[config.mk]
export PLATFORM = sky130hd
export DESIGN_NAME = nasti_order_guard_flat
export DESIGN_NICKNAME = d
export VERILOG_FILES = /design/src/rtl/nasti_order_pkg.sv /design/src/rtl/nasti_channel.sv /design/src/rtl/nasti_id_tracker.sv /design/src/rtl/nasti_order_guard.sv /design/src/flat_wrapper.sv
export SDC_FILE = /design/constraint.sdc
export NUM_CORES = 1
export LEC_CHECK = 0
export BUFFER_PORTS_ARGS = -buffer_cell sky130_fd_sc_hd__clkbuf_2
export CAP_MARGIN = 20
export CORE_AREA = 2 2 108 110
export CTS_BUF_LIST = sky130_fd_sc_hd__clkbuf_8 sky130_fd_sc_hd__clkbuf_16
export CTS_CLUSTER_SIZE = 40
export DETAILED_ROUTE_END_ITERATION = 10
export DIE_AREA = 0 0 110 112
export GPL_TIMING_DRIVEN = 0
export HOLD_SLACK_MARGIN = 0.05
export PLACE_DENSITY = 0.86
export SYNTH_ARGS = -nofsm -noshare
export SYNTH_HDL_FRONTEND = slang
export SYNTH_SLANG_ARGS = --single-unit
[constraint.sdc]
create_clock -name clk -period 8.39 [get_ports clk]
set_input_delay 0.4195 -clock clk [delete_from_list [all_inputs] [get_ports clk]]
set_output_delay 0.4195 -clock clk [all_outputs]
set_load 0.05 [all_outputs]
[src/rtl/nasti_order_pkg.sv]
// Shared types and the address-to-port decode for the NASTI order guard.
// The decode must stay bit-identical to the downstream 1:8 demux.
package nasti_order_pkg;
    localparam int NPORTS     = 8;
    localparam int MAX_ADDR_W = 64;
    localparam int MAX_CNT_W  = 16;

    typedef logic [2:0] port_t;

    // cnt is sized for the widest supported CNT_WIDTH; bits above CNT_WIDTH never toggle
    typedef struct packed {
        port_t                port;
        logic [MAX_CNT_W-1:0] cnt;
    } order_entry_t;

    function automatic port_t port_decode(
        input logic [MAX_ADDR_W-1:0]             addr,
        input logic [NPORTS-1:0][MAX_ADDR_W-1:0] base,
        input logic [NPORTS-1:0][MAX_ADDR_W-1:0] mask
    );
        port_t p = '0;
        // scan downward so the lowest matching port wins
        for (int i = NPORTS - 1; i >= 0; i--)
            if (mask[i] != '0 && (addr & ~mask[i]) == base[i])
                p = port_t'(i);
        return p;
    endfunction
endpackage

[src/rtl/nasti_channel.sv]
// NASTI channel bundle (AW/W/B/AR/R) with master and slave views.
interface nasti_channel #(
    parameter int ID_WIDTH   = 1,
    parameter int ADDR_WIDTH = 8,
    parameter int DATA_WIDTH = 8,
    parameter int USER_WIDTH = 1
);
    logic [ID_WIDTH-1:0]     aw_id;
    logic [ADDR_WIDTH-1:0]   aw_addr;
    logic [7:0]              aw_len;
    logic [USER_WIDTH-1:0]   aw_user;
    logic                    aw_valid, aw_ready;

    logic [DATA_WIDTH-1:0]   w_data;
    logic [DATA_WIDTH/8-1:0] w_strb;
    logic                    w_last;
    logic [USER_WIDTH-1:0]   w_user;
    logic                    w_valid, w_ready;

    logic [ID_WIDTH-1:0]     b_id;
    logic [1:0]              b_resp;
    logic [USER_WIDTH-1:0]   b_user;
    logic                    b_valid, b_ready;

    logic [ID_WIDTH-1:0]     ar_id;
    logic [ADDR_WIDTH-1:0]   ar_addr;
    logic [7:0]              ar_len;
    logic [USER_WIDTH-1:0]   ar_user;
    logic                    ar_valid, ar_ready;

    logic [ID_WIDTH-1:0]     r_id;
    logic [DATA_WIDTH-1:0]   r_data;
    logic [1:0]              r_resp;
    logic                    r_last;
    logic [USER_WIDTH-1:0]   r_user;
    logic                    r_valid, r_ready;

    modport master (
        output aw_id, aw_addr, aw_len, aw_user, aw_valid, input aw_ready,
        output w_data, w_strb, w_last, w_user, w_valid, input w_ready,
        input  b_id, b_resp, b_user, b_valid, output b_ready,
        output ar_id, ar_addr, ar_len, ar_user, ar_valid, input ar_ready,
        input  r_id, r_data, r_resp, r_last, r_user, r_valid, output r_ready
    );

    modport slave (
        input  aw_id, aw_addr, aw_len, aw_user, aw_valid, output aw_ready,
        input  w_data, w_strb, w_last, w_user, w_valid, output w_ready,
        output b_id, b_resp, b_user, b_valid, input b_ready,
        input  ar_id, ar_addr, ar_len, ar_user, ar_valid, output ar_ready,
        output r_id, r_data, r_resp, r_last, r_user, r_valid, input r_ready
    );
endinterface

[src/rtl/nasti_id_tracker.sv]
// Per-ID outstanding table for one direction: {port, cnt} per ID, stall on
// port conflict or saturation, sticky error on a retire with nothing outstanding.
module nasti_id_tracker
    import nasti_order_pkg::*;
#(
    parameter int ID_WIDTH  = 1,
    parameter int CNT_WIDTH = 4
) (
    input  logic                clk,
    input  logic                rstn,
    input  logic [ID_WIDTH-1:0] req_id,
    input  port_t               req_port,
    input  logic                inc,
    input  logic                dec,
    input  logic [ID_WIDTH-1:0] dec_id,
    output logic                stall,
    output logic                err
);
    localparam int NIDS = 2 ** ID_WIDTH;
    localparam logic [MAX_CNT_W-1:0] CNT_MAX = MAX_CNT_W'((2 ** CNT_WIDTH) - 1);
    localparam logic [MAX_CNT_W-1:0] ONE     = MAX_CNT_W'(1);

    order_entry_t [NIDS-1:0] tbl_q, tbl_d;
    logic same_id, dec_ok;

    assign stall   = tbl_q[req_id].cnt != '0 &&
                     (tbl_q[req_id].port != req_port || tbl_q[req_id].cnt == CNT_MAX);
    assign same_id = inc && dec && dec_id == req_id;
    assign dec_ok  = dec && tbl_q[dec_id].cnt != '0;

    // a simultaneous request and retire on one ID cancel out in the count
    always_comb begin
        tbl_d = tbl_q;
        if (inc)
            tbl_d[req_id].port = req_port;
        if (inc && !(same_id && dec_ok))
            tbl_d[req_id].cnt = tbl_q[req_id].cnt + ONE;
        if (dec_ok && !same_id)
            tbl_d[dec_id].cnt = tbl_q[dec_id].cnt - ONE;
    end

    always_ff @(posedge clk or negedge rstn) begin
        if (!rstn) begin
            tbl_q <= '0;
            err   <= 1'b0;
        end else begin
            tbl_q <= tbl_d;
            if (dec && !dec_ok)
                err <= 1'b1;
        end
    end
endmodule

[src/rtl/nasti_order_guard.sv]
// Stalls AR/AW whose ID is still outstanding on another demux port so same-ID
// responses cannot be reordered. Optional stall counters: NASTI_ORDER_GUARD_STAT_EN.
module nasti_order_guard
    import nasti_order_pkg::*;
#(
    parameter int ID_WIDTH   = 1,
    parameter int ADDR_WIDTH = 8,
    parameter int DATA_WIDTH = 8,
    parameter int USER_WIDTH = 1,
    parameter int LITE_MODE  = 0,
    parameter int CNT_WIDTH  = 4,
    parameter logic [NPORTS-1:0][ADDR_WIDTH-1:0] BASE = '0,
    parameter logic [NPORTS-1:0][ADDR_WIDTH-1:0] MASK = '0
) (
    input  logic        clk,
    input  logic        rstn,
    nasti_channel.slave  s,
    nasti_channel.master m,
    output logic        rd_err,
    output logic        wr_err
`ifdef NASTI_ORDER_GUARD_STAT_EN
    ,
    output logic [31:0] ar_stall_cnt,
    output logic [31:0] aw_stall_cnt
`endif
);
    logic [NPORTS-1:0][MAX_ADDR_W-1:0] base_x, mask_x;
    port_t ar_port, aw_port;
    logic  ar_stall, aw_stall, ar_fire, aw_fire, r_ret, b_ret;

    for (genvar i = 0; i < NPORTS; i++) begin : g_map
        assign base_x[i] = MAX_ADDR_W'(BASE[i]);
        assign mask_x[i] = MAX_ADDR_W'(MASK[i]);
    end

    assign ar_port = port_decode(MAX_ADDR_W'(s.ar_addr), base_x, mask_x);
    assign aw_port = port_decode(MAX_ADDR_W'(s.aw_addr), base_x, mask_x);
    assign ar_fire = s.ar_valid && !ar_stall && m.ar_ready;
    assign aw_fire = s.aw_valid && !aw_stall && m.aw_ready;
    assign r_ret   = m.r_valid && s.r_ready && (m.r_last || LITE_MODE != 0);
    assign b_ret   = m.b_valid && s.b_ready;

    nasti_id_tracker #(.ID_WIDTH(ID_WIDTH), .CNT_WIDTH(CNT_WIDTH)) u_rd (
        .clk(clk), .rstn(rstn), .req_id(s.ar_id), .req_port(ar_port), .inc(ar_fire),
        .dec(r_ret), .dec_id(m.r_id), .stall(ar_stall), .err(rd_err)
    );

    nasti_id_tracker #(.ID_WIDTH(ID_WIDTH), .CNT_WIDTH(CNT_WIDTH)) u_wr (
        .clk(clk), .rstn(rstn), .req_id(s.aw_id), .req_port(aw_port), .inc(aw_fire),
        .dec(b_ret), .dec_id(m.b_id), .stall(aw_stall), .err(wr_err)
    );

    assign m.ar_id    = s.ar_id;
    assign m.ar_addr  = s.ar_addr;
    assign m.ar_len   = s.ar_len;
    assign m.ar_user  = USER_WIDTH'(s.ar_user);
    assign m.ar_valid = s.ar_valid && !ar_stall;
    assign s.ar_ready = m.ar_ready && !ar_stall;

    assign m.aw_id    = s.aw_id;
    assign m.aw_addr  = s.aw_addr;
    assign m.aw_len   = s.aw_len;
    assign m.aw_user  = USER_WIDTH'(s.aw_user);
    assign m.aw_valid = s.aw_valid && !aw_stall;
    assign s.aw_ready = m.aw_ready && !aw_stall;

    assign m.w_data   = DATA_WIDTH'(s.w_data);
    assign m.w_strb   = (DATA_WIDTH/8)'(s.w_strb);
    assign m.w_last   = s.w_last;
    assign m.w_user   = USER_WIDTH'(s.w_user);
    assign m.w_valid  = s.w_valid;
    assign s.w_ready  = m.w_ready;

    assign s.b_id     = m.b_id;
    assign s.b_resp   = m.b_resp;
    assign s.b_user   = USER_WIDTH'(m.b_user);
    assign s.b_valid  = m.b_valid;
    assign m.b_ready  = s.b_ready;

    assign s.r_id     = m.r_id;
    assign s.r_data   = DATA_WIDTH'(m.r_data);
    assign s.r_resp   = m.r_resp;
    assign s.r_last   = m.r_last;
    assign s.r_user   = USER_WIDTH'(m.r_user);
    assign s.r_valid  = m.r_valid;
    assign m.r_ready  = s.r_ready;

`ifdef NASTI_ORDER_GUARD_STAT_EN
    always_ff @(posedge clk or negedge rstn) begin
        if (!rstn) begin
            ar_stall_cnt <= '0;
            aw_stall_cnt <= '0;
        end else begin
            if (s.ar_valid && ar_stall && ar_stall_cnt != '1)
                ar_stall_cnt <= ar_stall_cnt + 32'd1;
            if (s.aw_valid && aw_stall && aw_stall_cnt != '1)
                aw_stall_cnt <= aw_stall_cnt + 32'd1;
        end
    end
`endif
endmodule
[src/flat_wrapper.sv]
// flat-port wrapper written by rule: the top's interface ports become plain ports
module nasti_order_guard_flat import nasti_order_pkg::*;
#(
    parameter int ID_WIDTH   = 1,
    parameter int ADDR_WIDTH = 8,
    parameter int DATA_WIDTH = 8,
    parameter int USER_WIDTH = 1,
    parameter int LITE_MODE  = 0,
    parameter int CNT_WIDTH  = 4,
    parameter logic [NPORTS-1:0][ADDR_WIDTH-1:0] BASE = '0,
    parameter logic [NPORTS-1:0][ADDR_WIDTH-1:0] MASK = '0
)
  (clk, rstn, rd_err, wr_err, s_aw_id, s_aw_addr, s_aw_len, s_aw_user, s_aw_valid, s_aw_ready, s_w_data, s_w_strb, s_w_last, s_w_user, s_w_valid, s_w_ready, s_b_id, s_b_resp, s_b_user, s_b_valid, s_b_ready, s_ar_id, s_ar_addr, s_ar_len, s_ar_user, s_ar_valid, s_ar_ready, s_r_id, s_r_data, s_r_resp, s_r_last, s_r_user, s_r_valid, s_r_ready, m_aw_id, m_aw_addr, m_aw_len, m_aw_user, m_aw_valid, m_aw_ready, m_w_data, m_w_strb, m_w_last, m_w_user, m_w_valid, m_w_ready, m_b_id, m_b_resp, m_b_user, m_b_valid, m_b_ready, m_ar_id, m_ar_addr, m_ar_len, m_ar_user, m_ar_valid, m_ar_ready, m_r_id, m_r_data, m_r_resp, m_r_last, m_r_user, m_r_valid, m_r_ready);
  nasti_channel #(.ID_WIDTH(ID_WIDTH), .ADDR_WIDTH(ADDR_WIDTH), .DATA_WIDTH(DATA_WIDTH), .USER_WIDTH(USER_WIDTH)) s_i ();
  nasti_channel #(.ID_WIDTH(ID_WIDTH), .ADDR_WIDTH(ADDR_WIDTH), .DATA_WIDTH(DATA_WIDTH), .USER_WIDTH(USER_WIDTH)) m_i ();
  input  logic clk;
  input  logic rstn;
  output logic rd_err;
  output logic wr_err;
  input wire logic [$bits(s_i.aw_id)-1:0] s_aw_id;
  input wire logic [$bits(s_i.aw_addr)-1:0] s_aw_addr;
  input wire logic [$bits(s_i.aw_len)-1:0] s_aw_len;
  input wire logic [$bits(s_i.aw_user)-1:0] s_aw_user;
  input wire logic [$bits(s_i.aw_valid)-1:0] s_aw_valid;
  output wire logic [$bits(s_i.aw_ready)-1:0] s_aw_ready;
  input wire logic [$bits(s_i.w_data)-1:0] s_w_data;
  input wire logic [$bits(s_i.w_strb)-1:0] s_w_strb;
  input wire logic [$bits(s_i.w_last)-1:0] s_w_last;
  input wire logic [$bits(s_i.w_user)-1:0] s_w_user;
  input wire logic [$bits(s_i.w_valid)-1:0] s_w_valid;
  output wire logic [$bits(s_i.w_ready)-1:0] s_w_ready;
  output wire logic [$bits(s_i.b_id)-1:0] s_b_id;
  output wire logic [$bits(s_i.b_resp)-1:0] s_b_resp;
  output wire logic [$bits(s_i.b_user)-1:0] s_b_user;
  output wire logic [$bits(s_i.b_valid)-1:0] s_b_valid;
  input wire logic [$bits(s_i.b_ready)-1:0] s_b_ready;
  input wire logic [$bits(s_i.ar_id)-1:0] s_ar_id;
  input wire logic [$bits(s_i.ar_addr)-1:0] s_ar_addr;
  input wire logic [$bits(s_i.ar_len)-1:0] s_ar_len;
  input wire logic [$bits(s_i.ar_user)-1:0] s_ar_user;
  input wire logic [$bits(s_i.ar_valid)-1:0] s_ar_valid;
  output wire logic [$bits(s_i.ar_ready)-1:0] s_ar_ready;
  output wire logic [$bits(s_i.r_id)-1:0] s_r_id;
  output wire logic [$bits(s_i.r_data)-1:0] s_r_data;
  output wire logic [$bits(s_i.r_resp)-1:0] s_r_resp;
  output wire logic [$bits(s_i.r_last)-1:0] s_r_last;
  output wire logic [$bits(s_i.r_user)-1:0] s_r_user;
  output wire logic [$bits(s_i.r_valid)-1:0] s_r_valid;
  input wire logic [$bits(s_i.r_ready)-1:0] s_r_ready;
  output wire logic [$bits(m_i.aw_id)-1:0] m_aw_id;
  output wire logic [$bits(m_i.aw_addr)-1:0] m_aw_addr;
  output wire logic [$bits(m_i.aw_len)-1:0] m_aw_len;
  output wire logic [$bits(m_i.aw_user)-1:0] m_aw_user;
  output wire logic [$bits(m_i.aw_valid)-1:0] m_aw_valid;
  input wire logic [$bits(m_i.aw_ready)-1:0] m_aw_ready;
  output wire logic [$bits(m_i.w_data)-1:0] m_w_data;
  output wire logic [$bits(m_i.w_strb)-1:0] m_w_strb;
  output wire logic [$bits(m_i.w_last)-1:0] m_w_last;
  output wire logic [$bits(m_i.w_user)-1:0] m_w_user;
  output wire logic [$bits(m_i.w_valid)-1:0] m_w_valid;
  input wire logic [$bits(m_i.w_ready)-1:0] m_w_ready;
  input wire logic [$bits(m_i.b_id)-1:0] m_b_id;
  input wire logic [$bits(m_i.b_resp)-1:0] m_b_resp;
  input wire logic [$bits(m_i.b_user)-1:0] m_b_user;
  input wire logic [$bits(m_i.b_valid)-1:0] m_b_valid;
  output wire logic [$bits(m_i.b_ready)-1:0] m_b_ready;
  output wire logic [$bits(m_i.ar_id)-1:0] m_ar_id;
  output wire logic [$bits(m_i.ar_addr)-1:0] m_ar_addr;
  output wire logic [$bits(m_i.ar_len)-1:0] m_ar_len;
  output wire logic [$bits(m_i.ar_user)-1:0] m_ar_user;
  output wire logic [$bits(m_i.ar_valid)-1:0] m_ar_valid;
  input wire logic [$bits(m_i.ar_ready)-1:0] m_ar_ready;
  input wire logic [$bits(m_i.r_id)-1:0] m_r_id;
  input wire logic [$bits(m_i.r_data)-1:0] m_r_data;
  input wire logic [$bits(m_i.r_resp)-1:0] m_r_resp;
  input wire logic [$bits(m_i.r_last)-1:0] m_r_last;
  input wire logic [$bits(m_i.r_user)-1:0] m_r_user;
  input wire logic [$bits(m_i.r_valid)-1:0] m_r_valid;
  output wire logic [$bits(m_i.r_ready)-1:0] m_r_ready;
  assign s_i.aw_id = s_aw_id;
  assign s_i.aw_addr = s_aw_addr;
  assign s_i.aw_len = s_aw_len;
  assign s_i.aw_user = s_aw_user;
  assign s_i.aw_valid = s_aw_valid;
  assign s_aw_ready = s_i.aw_ready;
  assign s_i.w_data = s_w_data;
  assign s_i.w_strb = s_w_strb;
  assign s_i.w_last = s_w_last;
  assign s_i.w_user = s_w_user;
  assign s_i.w_valid = s_w_valid;
  assign s_w_ready = s_i.w_ready;
  assign s_b_id = s_i.b_id;
  assign s_b_resp = s_i.b_resp;
  assign s_b_user = s_i.b_user;
  assign s_b_valid = s_i.b_valid;
  assign s_i.b_ready = s_b_ready;
  assign s_i.ar_id = s_ar_id;
  assign s_i.ar_addr = s_ar_addr;
  assign s_i.ar_len = s_ar_len;
  assign s_i.ar_user = s_ar_user;
  assign s_i.ar_valid = s_ar_valid;
  assign s_ar_ready = s_i.ar_ready;
  assign s_r_id = s_i.r_id;
  assign s_r_data = s_i.r_data;
  assign s_r_resp = s_i.r_resp;
  assign s_r_last = s_i.r_last;
  assign s_r_user = s_i.r_user;
  assign s_r_valid = s_i.r_valid;
  assign s_i.r_ready = s_r_ready;
  assign m_aw_id = m_i.aw_id;
  assign m_aw_addr = m_i.aw_addr;
  assign m_aw_len = m_i.aw_len;
  assign m_aw_user = m_i.aw_user;
  assign m_aw_valid = m_i.aw_valid;
  assign m_i.aw_ready = m_aw_ready;
  assign m_w_data = m_i.w_data;
  assign m_w_strb = m_i.w_strb;
  assign m_w_last = m_i.w_last;
  assign m_w_user = m_i.w_user;
  assign m_w_valid = m_i.w_valid;
  assign m_i.w_ready = m_w_ready;
  assign m_i.b_id = m_b_id;
  assign m_i.b_resp = m_b_resp;
  assign m_i.b_user = m_b_user;
  assign m_i.b_valid = m_b_valid;
  assign m_b_ready = m_i.b_ready;
  assign m_ar_id = m_i.ar_id;
  assign m_ar_addr = m_i.ar_addr;
  assign m_ar_len = m_i.ar_len;
  assign m_ar_user = m_i.ar_user;
  assign m_ar_valid = m_i.ar_valid;
  assign m_i.ar_ready = m_ar_ready;
  assign m_i.r_id = m_r_id;
  assign m_i.r_data = m_r_data;
  assign m_i.r_resp = m_r_resp;
  assign m_i.r_last = m_r_last;
  assign m_i.r_user = m_r_user;
  assign m_i.r_valid = m_r_valid;
  assign m_r_ready = m_i.r_ready;
  nasti_order_guard #(.ID_WIDTH(ID_WIDTH), .ADDR_WIDTH(ADDR_WIDTH), .DATA_WIDTH(DATA_WIDTH), .USER_WIDTH(USER_WIDTH), .LITE_MODE(LITE_MODE), .CNT_WIDTH(CNT_WIDTH), .BASE(BASE), .MASK(MASK)) u_core (.clk(clk), .rstn(rstn), .s(s_i), .m(m_i), .rd_err(rd_err), .wr_err(wr_err));
endmodule
Word level (Yosys, flattened, before mapping)

Cells that the tools add are included.

Multiplexer cells: 32
Reductions and logical operators: 45
$lt $le $gt $ge: 8
Eq/ne operators: 4
Add/sub/neg operators: 4

Operators with widths:

| cell                    | number |
|---|---|
| $bwmux W38              | 6 |
| $mux W38                | 6 |
| $mux W16                | 8 |
| $demux W19 S1           | 6 |
| $mux W19                | 6 |
| $reduce_bool A16 Y1     | 4 |
| $add A16 B1 Y16 const B | 2 |
| $eq A16 B4 Y1 const B   | 2 |
| $sub A16 B1 Y16 const B | 2 |
| $logic_and A1 B1 Y1     | 29 |
| $logic_not A1 Y1        | 8 |
| $lt A1 B2 Y1 const B    | 4 |
| $reduce_bool A3 Y1      | 2 |
| $ge A1 B1 Y1 const B    | 4 |
| $eq A1 B1 Y1            | 2 |
| $logic_or A1 B1 Y1      | 2 |

Input port bits: 76
Logic and storage cells: 103
Register bits: 78
Output and inout port bits: 76

Logic depth before layout (Yosys ltp)

Word-level depth: 16
Gate-level depth with buffers: 15
Depth with buffers taken out: 10

By module

Synthesis repeated with hierarchy kept, for this count alone.

Cell total of the unflattened synthesis: 791
Area total of the unflattened synthesis: 6,967.9 um^2

Modules (own cells, without submodules):

| module                         | area each (um^2) | seq. area each (um^2) | cells each | instances |
|---|---|---|---|---|
| nasti_id_tracker (u_core.u_rd) | 3,250.6          | 975.9                 | 375        | 1 |
| nasti_id_tracker (u_core.u_wr) | 3,133.0          | 975.9                 | 337        | 1 |
| nasti_order_guard              | 584.3            | 0.0                   | 79         | 1 |

Worst setup path before layout

OpenSTA, ideal clock, no wires.

Path kind: in2reg
Start point: input m_r_id
End point: register u_core.u_rd.tbl_q[13] (netlist name)
Library setup time: 0.126 ns
Cell stages on the path: 12
Required time: 8.264 ns
Setup slack: 4.153 ns
Arrival time: 4.111 ns
Path buffers: 3
Path through: buf_1 -> clkbuf_1 -> clkbuf_1 -> mux2i_1 -> ha_1 -> nor4b_1 -> o22ai_1 -> nor4b_2 -> nor2_1 -> nor3_2 -> mux2_2 -> a221o_1

RTL lines:

| element                | RTL line               | RTL |
|---|---|---|
| start: declaration     | flat_wrapper.sv:73     | `input wire logic [$bits(m_i.r_id)-1:0] m_r_id;` |
| end signal: assignment | nasti_id_tracker.sv:47 | `tbl_q <= tbl_d;` |
| end: declaration       | nasti_id_tracker.sv:23 | `order_entry_t [NIDS-1:0] tbl_q, tbl_d;` |

==> qor.csv <==
metric;value;unit
status;complete, no violations;
grt_max_degree;59;
final.setup_skew;7.69;ps
synth-edff-count;0;
post-synth-top-area-cell;dfrtp_1;
num_rows;39;
ant_nets;0;
yosysUniqueCellTypes;66;
grt_pass1_vias;6104;
crit_path_end_kind;flip-flop;
die_x;110;um
ir_worst_vdd;204;uV
initial_core_util;58.4;%
grt_setup_unrepaired;false;
report.final.slew_viol_count;0;
period_minus_slack;5770;ps
post-synth-top-count-cell;dfrtp_1;
clockBufferDepth;2;
coreArea;0.0112;mm2
drc;0;
tns;0;ps
n_fill_cell;927;
grt_overflow;0;
cap_violations;0;
relSlewSlack;19.8;%
syn-num-nets;834;
cpPeakStageDelay;740;ps
dr_total_vias;6350;
nNetsFinal;940;
path_clk_slew;60;ps
synth_area_per_cell;8.68;um2
worstSetupStartpointType;input pin;
arrival;6010;ps
htreeDepth;3;
setup_violations;0;
port_buffers;90;
grt_pass1_wl;30.0;mm
die_y;112;um
powerDensity;266;mW/mm2
antenna_found_initial;0;
worstPathRequired;8620;ps
cts_resized;0;
antenna_cells;0;
clock_latency;350;ps
cts_sinks;78;
worstMarginPinSlew;1190;ps
hpwl;13.3;mm
ff2ff_setup_slack;3950;ps
io_pins;152;
ys_top_cells_by_count;dfrtp_1 (78), buf_4 (70), nor2_1 (59);
cts_tree;built;
grt_use_total;30.9;%
gp_congestion;0.960;
syn_area;0.00652;mm2
dieArea;0.0123;mm2
synth.area.top_cells;dfrtp_1 (30%), mux2i_1 (8.3%), buf_4 (8.1%), xnor2_1 (5.6%), xor2_1 (3.8%);
area_delta_synth_final;15.7;%
ys_warn_count;0;
synthCells;752;
postRouteWirelength;18.7;mm
hold_viol;0;
cp_cell_sequence;clkbuf_2, buf_1, clkbuf_1, clkbuf_1, mux2i_1, ha_1, nor4b_1, o22ai_1, nor4b_2, nor2_1, nor3_2, mux2_2, a221o_1;
leakagePower;3.33;nW
critPathSlowestCell;nor4b_2;
crit_top_cell;clkbuf_1;
drive_gt1_share;23.3;%
vias_per_cell;6.32;
fmax;0.173;GHz
finalCritPeriodShare;68.8;%
drt_iter0_drc;719;
cts-buffers-inserted;9;
final_util;67.6;%
synth_ff_type;dfrtp_1;
drtPass1Iterations;5;
worstPathMaxFanout;10;
yosysTopAreaCellShare;29.9;%
min_path_type;input pin to flip-flop;
post_cts_buffers;0;
synth.ff_latch_count;78;
yosysSeqAreaShare;29.9;%
critPathKind;input pin to flip-flop;
cts_root_buf;clkbuf_16;
async_reset_ff_share;100;%
detail_route.wl_per_cell;18.6;um
-- worst paths after layout --
check | from | to | cells past startpoint
max | m_r_id | u_core.u_rd.tbl_q[13] | 13
min | s_b_ready | u_core.u_wr.err | 3
max reg2reg | u_core.u_rd.tbl_q[1] | u_core.u_rd.tbl_q[13] | 9
min reg2reg | u_core.u_rd.err | u_core.u_rd.err | 1
max in group asynchronous | rstn | async pin | 3
min in group asynchronous | rstn | u_core.u_rd.tbl_q[25] | 2
-- logic make-up after synthesis --
group | count (synthesis) | synth area share [%]
AND/OR/NAND/NOR | 274 | 23.2
buffers and inverters | 132 | 11.9
AO/OA/AOI/OAI | 130 | 14.8
flip-flops | 78 | 29.9
XOR/XNOR | 70 | 9.40
multiplexers | 62 | 9.67
adder cells (fa/ha/maj) | 6 | 1.15
-- power breakdown --
group / leakage, nW / internal (mW) / switching, mW
Clock: 0.161 / 0.289 / 0.162
Sequential: 0.983 / 0.498 / 0.140
Combinational: 2.19 / 0.356 / 0.562
Total: 3.33 / 1.14 / 0.864
-- metal layers --
layer	part of all wire [%]	routed length (um)	up-vias	track usage (%)
met1	37	6960	2954	38.3
met2	48	9050	428	50.3
met5	0	0	-	0
met3	10	1890	84	6.44
li1	-	-	2884	-
met4	4.3	814	0	15.5
-- worst max-delay path, delay by kind of cell --
kind            cells  cell delay (ps)
simple gates        4             2150
buf+inv             4             1720
fa+ha+maj           1              300
mux                 2              680
compound gates      2              720
-- through the flow --
| stage | std cells | total power, mW | hold WS [ps] | instance area [um2] | worst slack [ps] |
|---|---|---|---|---|---|
| 3_3_place_gp | 985 | 1.50 | 449 | 7150 | 2560 |
| 2_1_floorplan | 752 | 1.31 | 124 | 6520 | 4150 |
| 3_5_place_dp | 989 | 1.53 | 365 | 7200 | 2540 |
| 4_1_cts | 1005 | 1.98 | 351 | 7550 | 2870 |
| 5_1_grt | 1005 | 2.12 | 367 | 7550 | 2470 |
| 6_report | 1005 | 2.01 | 349 | 7550 | 2620 |
-- what timing repair did --
item                                   4_1_cts  5_1_grt
hold buffers                                 1        0
endpoints found under the hold margin       20        0
setup endpoints to repair                    0        0
-- layout by cell type (no fill, tap or decap), types with 17 or more instances in the layout --
cell	Yosys	final
mux2i_1	54	54
dfrtp_1	78	78
xor2_1	28	28
xnor2_1	42	42
buf_4	70	72
nand3_1	29	29
a21oi_1	20	20
nor2b_1	17	17
o21ai_0	18	18
nand2_1	35	35
clkbuf_2	0	89
nor3_1	29	29
clkbuf_1	33	33
nor2_1	59	59
-- area by class of cell --
type	count	area (um2)	area share (%)
multi-input cells	542	3800	50.3
well taps	143	179	2.37
flip-flops and latches	78	1950	25.9
inverters	13	48.8	0.646
repair buffers	95	509	6.75
plain buffers	119	727	9.63
clock buffers	9	225	2.98
clock inverters	6	111	1.48
No activity file was read; power rests on OpenSTA's default activity.
